[config.mk]
export PLATFORM = sky130hd
export DESIGN_NAME = fetch_stage
export DESIGN_NICKNAME = d
export VERILOG_FILES = /design/src/rtl/fetch_stage.sv
export SDC_FILE = /design/constraint.sdc
export NUM_CORES = 1
export LEC_CHECK = 0
export CAP_MARGIN = 0
export CORE_MARGIN = 2
export CORE_UTILIZATION = 52
export DETAILED_ROUTE_END_ITERATION = 16
export PLACE_DENSITY = 0.93
export SLEW_MARGIN = 20
export SYNTH_ARGS = -nofsm -noshare
export SYNTH_HDL_FRONTEND = slang
export SYNTH_SLANG_ARGS = --single-unit
[constraint.sdc]
create_clock -name clk -period 9.35 [get_ports clk]
set_input_delay 1.87 -clock clk [delete_from_list [all_inputs] [get_ports clk]]
set_output_delay 1.87 -clock clk [all_outputs]
set_load 0.02 [all_outputs]
[src/rtl/fetch_stage.sv]
// IF stage of the rv32i pipeline: owns the PC, issues held instruction-memory
// reads, absorbs stalls into a hold buffer and drains stale reads after a redirect.
module fetch_stage #(
  parameter int               XLEN     = 32,
  parameter logic [XLEN-1:0]  RESET_PC = 32'h0000_0060
) (
  input  logic            clk,
  input  logic            rst,
  input  logic            stall,
  input  logic            redirect_valid,
  input  logic [XLEN-1:0] redirect_pc,
  output logic            imem_read,
  output logic [XLEN-1:0] imem_address,
  input  logic [XLEN-1:0] imem_rdata,
  input  logic            imem_resp,
  output logic [XLEN-1:0] out_pc,
  output logic [XLEN-1:0] out_instr,
  output logic            out_valid,
  output logic            if_id_load,
  output logic            if_id_flush,
  output logic [31:0]     fetch_count
);

  typedef enum logic [1:0] {FETCH = 2'd0, HOLD = 2'd1, DRAIN = 2'd2} state_t;

  state_t          state, state_n;
  logic [XLEN-1:0] pc, pc_n, req_addr, req_addr_n;
  logic [XLEN-1:0] hold_instr, hold_instr_n, hold_pc, hold_pc_n;
  logic            read_c, valid_c;
  logic [XLEN-1:0] opc_c, oinstr_c;

  always_ff @(posedge clk or posedge rst) begin
    if (rst) begin
      state       <= FETCH;
      pc          <= RESET_PC;
      req_addr    <= '0;
      hold_instr  <= '0;
      hold_pc     <= '0;
      fetch_count <= '0;
    end else begin
      state      <= state_n;
      pc         <= pc_n;
      req_addr   <= req_addr_n;
      hold_instr <= hold_instr_n;
      hold_pc    <= hold_pc_n;
      if (if_id_load && !if_id_flush)
        fetch_count <= fetch_count + 32'd1;
    end
  end

  always_comb begin
    state_n      = state;
    pc_n         = pc;
    req_addr_n   = req_addr;
    hold_instr_n = hold_instr;
    hold_pc_n    = hold_pc;
    read_c       = 1'b0;
    imem_address = pc;
    valid_c      = 1'b0;
    opc_c        = '0;
    oinstr_c     = '0;
    case (state)
      FETCH: begin
        read_c     = 1'b1;
        req_addr_n = pc;
        if (redirect_valid) begin
          pc_n    = redirect_pc;
          state_n = imem_resp ? FETCH : DRAIN;
        end else if (imem_resp) begin
          valid_c  = 1'b1;
          opc_c    = pc;
          oinstr_c = imem_rdata;
          if (stall) begin
            hold_instr_n = imem_rdata;
            hold_pc_n    = pc;
            state_n      = HOLD;
          end else begin
            pc_n = pc + XLEN'(4);
          end
        end
      end
      HOLD: begin
        valid_c  = 1'b1;
        opc_c    = hold_pc;
        oinstr_c = hold_instr;
        if (redirect_valid) begin
          valid_c  = 1'b0;
          opc_c    = '0;
          oinstr_c = '0;
          pc_n     = redirect_pc;
          state_n  = FETCH;
        end else if (!stall) begin
          pc_n    = hold_pc + XLEN'(4);
          state_n = FETCH;
        end
      end
      DRAIN: begin
        read_c       = 1'b1;
        imem_address = req_addr;
        if (redirect_valid)
          pc_n = redirect_pc;
        // A response completes the stale read even when a newer redirect lands the same cycle.
        if (imem_resp)
          state_n = FETCH;
      end
      default: state_n = FETCH;
    endcase
  end

  assign imem_read   = read_c & ~rst;
  assign out_valid   = valid_c & ~rst;
  assign out_pc      = rst ? '0 : opc_c;
  assign out_instr   = rst ? '0 : oinstr_c;
  assign if_id_load  = ~rst & (redirect_valid | ~stall);
  assign if_id_flush = ~rst & (redirect_valid | ~valid_c);

endmodule

# ---- Word level (Yosys, flattened, before mapping)
# Index checks and enable logic that the tools add are counted.
dict set report word_totals {
  ff_bits 162
  input_bits 69
  out_inout_bits 132
  word_cells 66
}
dict set report op_classes {
  addsub 3
  eq_ne 8
  n_mux 31
  bitwise 10
  reduce_logical 8
}
# operator n
set op_table {}
lappend op_table {{$mux 32} 15}
lappend op_table {{$pmux 32 s2} 2}
lappend op_table {{$pmux 32 s3} 1}
lappend op_table {{$add 32x3->32 const B} 2}
lappend op_table {{$add 32x1->32 const B} 1}
lappend op_table {{$mux 2} 7}
lappend op_table {{$ne 3x3->1 const B} 4}
lappend op_table {{$reduce_and 4->1} 2}
lappend op_table {{$pmux 2 s3} 1}
lappend op_table {{$reduce_and 5->1} 1}
lappend op_table {{$and 1x1->1} 4}
lappend op_table {{$mux 1} 4}
lappend op_table {{$ne 2x2->1 const B} 2}
lappend op_table {{$not 1->1} 4}
lappend op_table {{$reduce_bool 3->1} 1}
lappend op_table {{$eq 2x1->1 const B} 1}
lappend op_table {{$eq 2x2->1 const B} 1}
lappend op_table {{$logic_not 2->1} 1}
lappend op_table {{$or 1x1->1} 2}
lappend op_table {{$pmux 1 s2} 1}
lappend op_table {{$reduce_or 2->1} 1}
lappend op_table {{$logic_and 1x1->1} 1}
lappend op_table {{$logic_not 1->1} 1}

# ---- Longest topological paths before layout
dict set report depth {
  word_depth 8
  ltp_mapped 11
  ltp_nobuf 8
}

# ---- Worst setup path before layout
# Ideal clock, no wire load.
dict set report synth_path {
  path_type {input port to output port}
  start {in rst}
  end {out out_instr[0]}
  arrival_ps 6873
  t_required_ps 7480
  slack_ps 607
  path_stages 4
  path_buffers 1
  cell_sequence {inv_1 > o21ai_1 > clkbuf_1 > nor2_1}
}
dict set report synth_via {
  elab_chain_cells 1
}
# element line
set synth_rtl {}
lappend synth_rtl {{start: declaration} 8} ;# input logic rst,
lappend synth_rtl {{$mux 32} 113} ;# assign out_instr = rst ? '0 : oinstr_c;
lappend synth_rtl {{end: declaration} 17} ;# output logic [XLEN-1:0] out_instr,
# Every way passes these cells.

# ---- Worst setup path in the final report
dict set report layout_path {
  start {in redirect_valid}
  end {out out_pc[8]}
}
dict set report layout_via {
  elab_chain_cells 3
  word_cells_on_any_way 4
}
# element line
set layout_rtl {}
lappend layout_rtl {{start: declaration} 10} ;# input logic redirect_valid,
lappend layout_rtl {{$mux 32 (on tied branches)} {86, 66}}
lappend layout_rtl {{$pmux 32 s2 (*)} 62} ;# case (state)
lappend layout_rtl {{$mux 32 (*)} 112} ;# assign out_pc = rst ? '0 : opc_c;
lappend layout_rtl {{end: declaration} 16} ;# output logic [XLEN-1:0] out_pc,
# Every way passes the cells marked *; elsewhere a longest branch is shown, timed or not.

==> impl_metrics.yaml <==
clock_network:
  worst_setup_hold_path_clk_slew_ns: 0.07
  post_cts.resized_instances: 0
  cts.sink_count: 162
  cts_setup_buffers: 0
  cts-hold-fix-buffers: 0
  clock_tree.root_cell: "sky130_fd_sc_hd__clkbuf_16"
  clk_latency_ns: 0.43
  cts_buffers: 17
  cts_tree: "yes"
  cts.path.max_buffers: 2
  h_tree_levels: 4
routing:
  detail_route.first_pass.iterations: 7
  vias_per_cell: 6.29
  remaining_drc_errors: 0
  num_vias: 8406
  drt-initial-drc-count: 950
  ant_nets: 0
  total_wirelength_um: 26700
  dr_wl_cell_um: 20.0
worst_setup_path:
  worst-setup-path-type: "in -> out"
  reg2regPathDepth: 9
  timing.rr.end: "hold_pc[4]"
  worst_ep_arrival_time_ns: 5.04
  crit_path_start_kind: "input pin"
  worstPathMaxFanout: 36
  endpoint_kind: "primary output"
  crit_required_ns: 7.48
  rr_startpoint: "state[0]"
  ff2ff_setup_slack_ns: 5.44
die:
  placeable_core_region_um2: 17400
  die_width_um: 137
  rows: 48
  io_pins: 201
  die_h_um: 137
  initial_utilization_pct: 53.2
  design.die.area_um2: 18800
synthesis:
  netlist_instances: 945
  netlist_top_cells_area: "sky130_fd_sc_hd__dfrtp_1 43%, sky130_fd_sc_hd__mux2_2 15%, sky130_fd_sc_hd__a22oi_1 5.7%, sky130_fd_sc_hd__nor2_1 4.8%, sky130_fd_sc_hd__xnor2_1 3.6%"
  netlist.area_leader.share_pct: 43.4
  synthesis.area_um2: 9230
  yosys_register_bits: 162
  netlist-cell-type-count: 54
  syn-mean-instance-area_um2: 9.77
  synth-edff-count: 0
  synth_area_leader_cell: "sky130_fd_sc_hd__dfrtp_1"
  synth.yosys.seq_area_share_pct: 43.9
  yosys_most_used_dff: "sky130_fd_sc_hd__dfrtp_1"
  share_of_synthesized_flip_flops_with_an_asynchronous_set_or_reset_pct: 100
  synth-warning-count: 0
  syn-num-nets: 1021
finish:
  fraction_of_final_layout_cells_with_drive_strength_greater_than_1_pct: 16.5
  layout_common_cells: "200 x sky130_fd_sc_hd__clkdlybuf4s50_1, 160 x sky130_fd_sc_hd__dfrtp_1, 122 x sky130_fd_sc_hd__mux2_2, 116 x sky130_fd_sc_hd__nor2_1, 70 x sky130_fd_sc_hd__a22oi_1"
  most_common_cell_after_layout_fill_and_taps_aside: "sky130_fd_sc_hd__clkdlybuf4s50_1"
  diodes: 0
  final_net_count: 1174
  areaGrowthSynthToFinish_pct: 28.9
sta:
  hold_viol_final: 0
  worstMarginPinSlew_ns: 1.14
  max_freq_mhz: 145
  final-max-slew-violation-count: 0
  timing.max_slew.rel_slack_pct: 23.6
  finalWorstPathRequiredPeriod_ns: 6.91
  setup-tns-final_ns: 0
  rsz0062_at_grt: "no"
  worst_clock_skew_ns: 0.0101
  setup_viol_count_final: 0
  final_min_period_over_clock_period_pct: 73.9
placed_design:
  globalplace.congestion: 0.910
  dpl.hpwl_um: 17900
  placement.io_buffers: 200
global_routing:
  grt_start_max_net_pins: 85
  grtUsageMet2_pct: 45.4
  via_count_of_the_first_global_routing_pass: 8265
  antenna_found_initial: 1
  grt-ovfl-total: 0
  busiest_layer: "met2"
  globalRouteMet3Util_pct: 6.81
  met1_usage_pct: 36.5
  grt_first_pass_wirelength_um: 42000
  grt_usage_pct: 28.2
worst_hold_path:
  hp-class: "reg -> reg"
  worstHoldPathCells: 1
  hp-start: "fetch_count[31]"
  worst_hold_path.endpoint: "fetch_count[31]"
pwr:
  leakagePower_nw: 4.77
  max-vdd-ir-drop_mv: 0.190
  power_per_cell_area_nw_per_um2: 292
  finalPower_w: 0.00347
flow_run:
  maximum_capacitance_violations: 0
run_status:
  status: "completed"
-- cell usage after synthesis (18+ instances only) --
| master | n |
|---|---|
| sky130_fd_sc_hd__a22oi_1 | 70 |
| sky130_fd_sc_hd__clkbuf_1 | 50 |
| sky130_fd_sc_hd__dfrtp_1 | 160 |
| sky130_fd_sc_hd__inv_1 | 18 |
| sky130_fd_sc_hd__mux2_2 | 122 |
| sky130_fd_sc_hd__nand2_1 | 64 |
| sky130_fd_sc_hd__nand3_1 | 33 |
| sky130_fd_sc_hd__nand4_1 | 19 |
| sky130_fd_sc_hd__nor2_1 | 117 |
| sky130_fd_sc_hd__o21ai_0 | 41 |
| sky130_fd_sc_hd__xnor2_1 | 38 |
| sky130_fd_sc_hd__xor2_1 | 28 |
-- routing by layer --
layer | wire length (um) | up-vias | part of all wire (%)
li1 | - | 3740 | -
met1 | 10600 | 4113 | 40
met2 | 12700 | 466 | 48
met3 | 2340 | 85 | 8.7
met4 | 962 | 2 | 3.6
met5 | 14 | - | 0.052
-- power breakdown --
| group | total (W) | internal [W] | switching (W) |
|---|---|---|---|
| sequential | 0.00131 | 0.000972 | 0.000336 |
| clock | 0.000677 | 0.000353 | 0.000324 |
| combinational | 0.00149 | 0.000717 | 0.000768 |
-- worst max-delay path, stage by stage --
cell and delay (ns):
sky130_fd_sc_hd__clkdlybuf4s50_1 0.84, sky130_fd_sc_hd__nor2_4 0.88, sky130_fd_sc_hd__buf_4 0.49, sky130_fd_sc_hd__a22oi_1 0.17
sky130_fd_sc_hd__nor2_1 0.14, sky130_fd_sc_hd__clkdlybuf4s50_1 0.62
-- worst max-delay path by stage --
| stage | start | end | slack (ns) | cells past startpoint |
|---|---|---|---|---|
| floorplan | rst | out_instr[0] | 0.61 | 4 |
| global placement | redirect_valid | out_instr[30] | 2.59 | 6 |
| CTS | redirect_valid | out_pc[8] | 2.49 | 6 |
| finish | redirect_valid | out_pc[8] | 2.44 | 6 |
| global route | redirect_valid | out_pc[8] | 2.28 | 6 |
| detailed placement | redirect_valid | out_pc[8] | 2.51 | 6 |
-- state kept, by name, indices dropped and copies added, names as in the netlist --
register and flops:
fetch_count 32, hold_instr 32, hold_pc 32, pc 32, req_addr 32, state 2
-- logic make-up after synthesis --
family	count (synthesis)	synth area share, %
AOI/OAI and AO/OA	186	13.9
xor gates and xnor gates	66	6.26
adders and majority gates	7	0.949
buffers and inverters	93	3.98
DFF	162	43.9
muxes	123	15.0
and+or+nand+nor	308	16.0
-- per-stage QoR --
step                      instance area, um2  hold WS [ns]  worst slack, ns  instances  util (%)
after CTS                              11900         0.495             2.49       1336      68.5
after global placement                 11300         0.457             2.59       1304      65.3
final                                  11900         0.499             2.44       1336      68.6
after detailed placement               11300         0.478             2.51       1304      65.3
after floorplan                         9230         0.475            0.607        945         -
after global routing                   11900         0.512             2.28       1336      68.6
-- area by class of cell --
| cell class | count | area [um2] |
|---|---|---|
| well taps | 225 | 282 |
| repair buffers | 209 | 2070 |
| fillers | 1285 | 5460 |
| multi-input cells | 690 | 4850 |
| flip-flops and latches | 162 | 4060 |
| clock inverters | 15 | 145 |
| inverters | 18 | 72.6 |
| clock buffers | 17 | 425 |
Power figures use the tool's default switching activity.
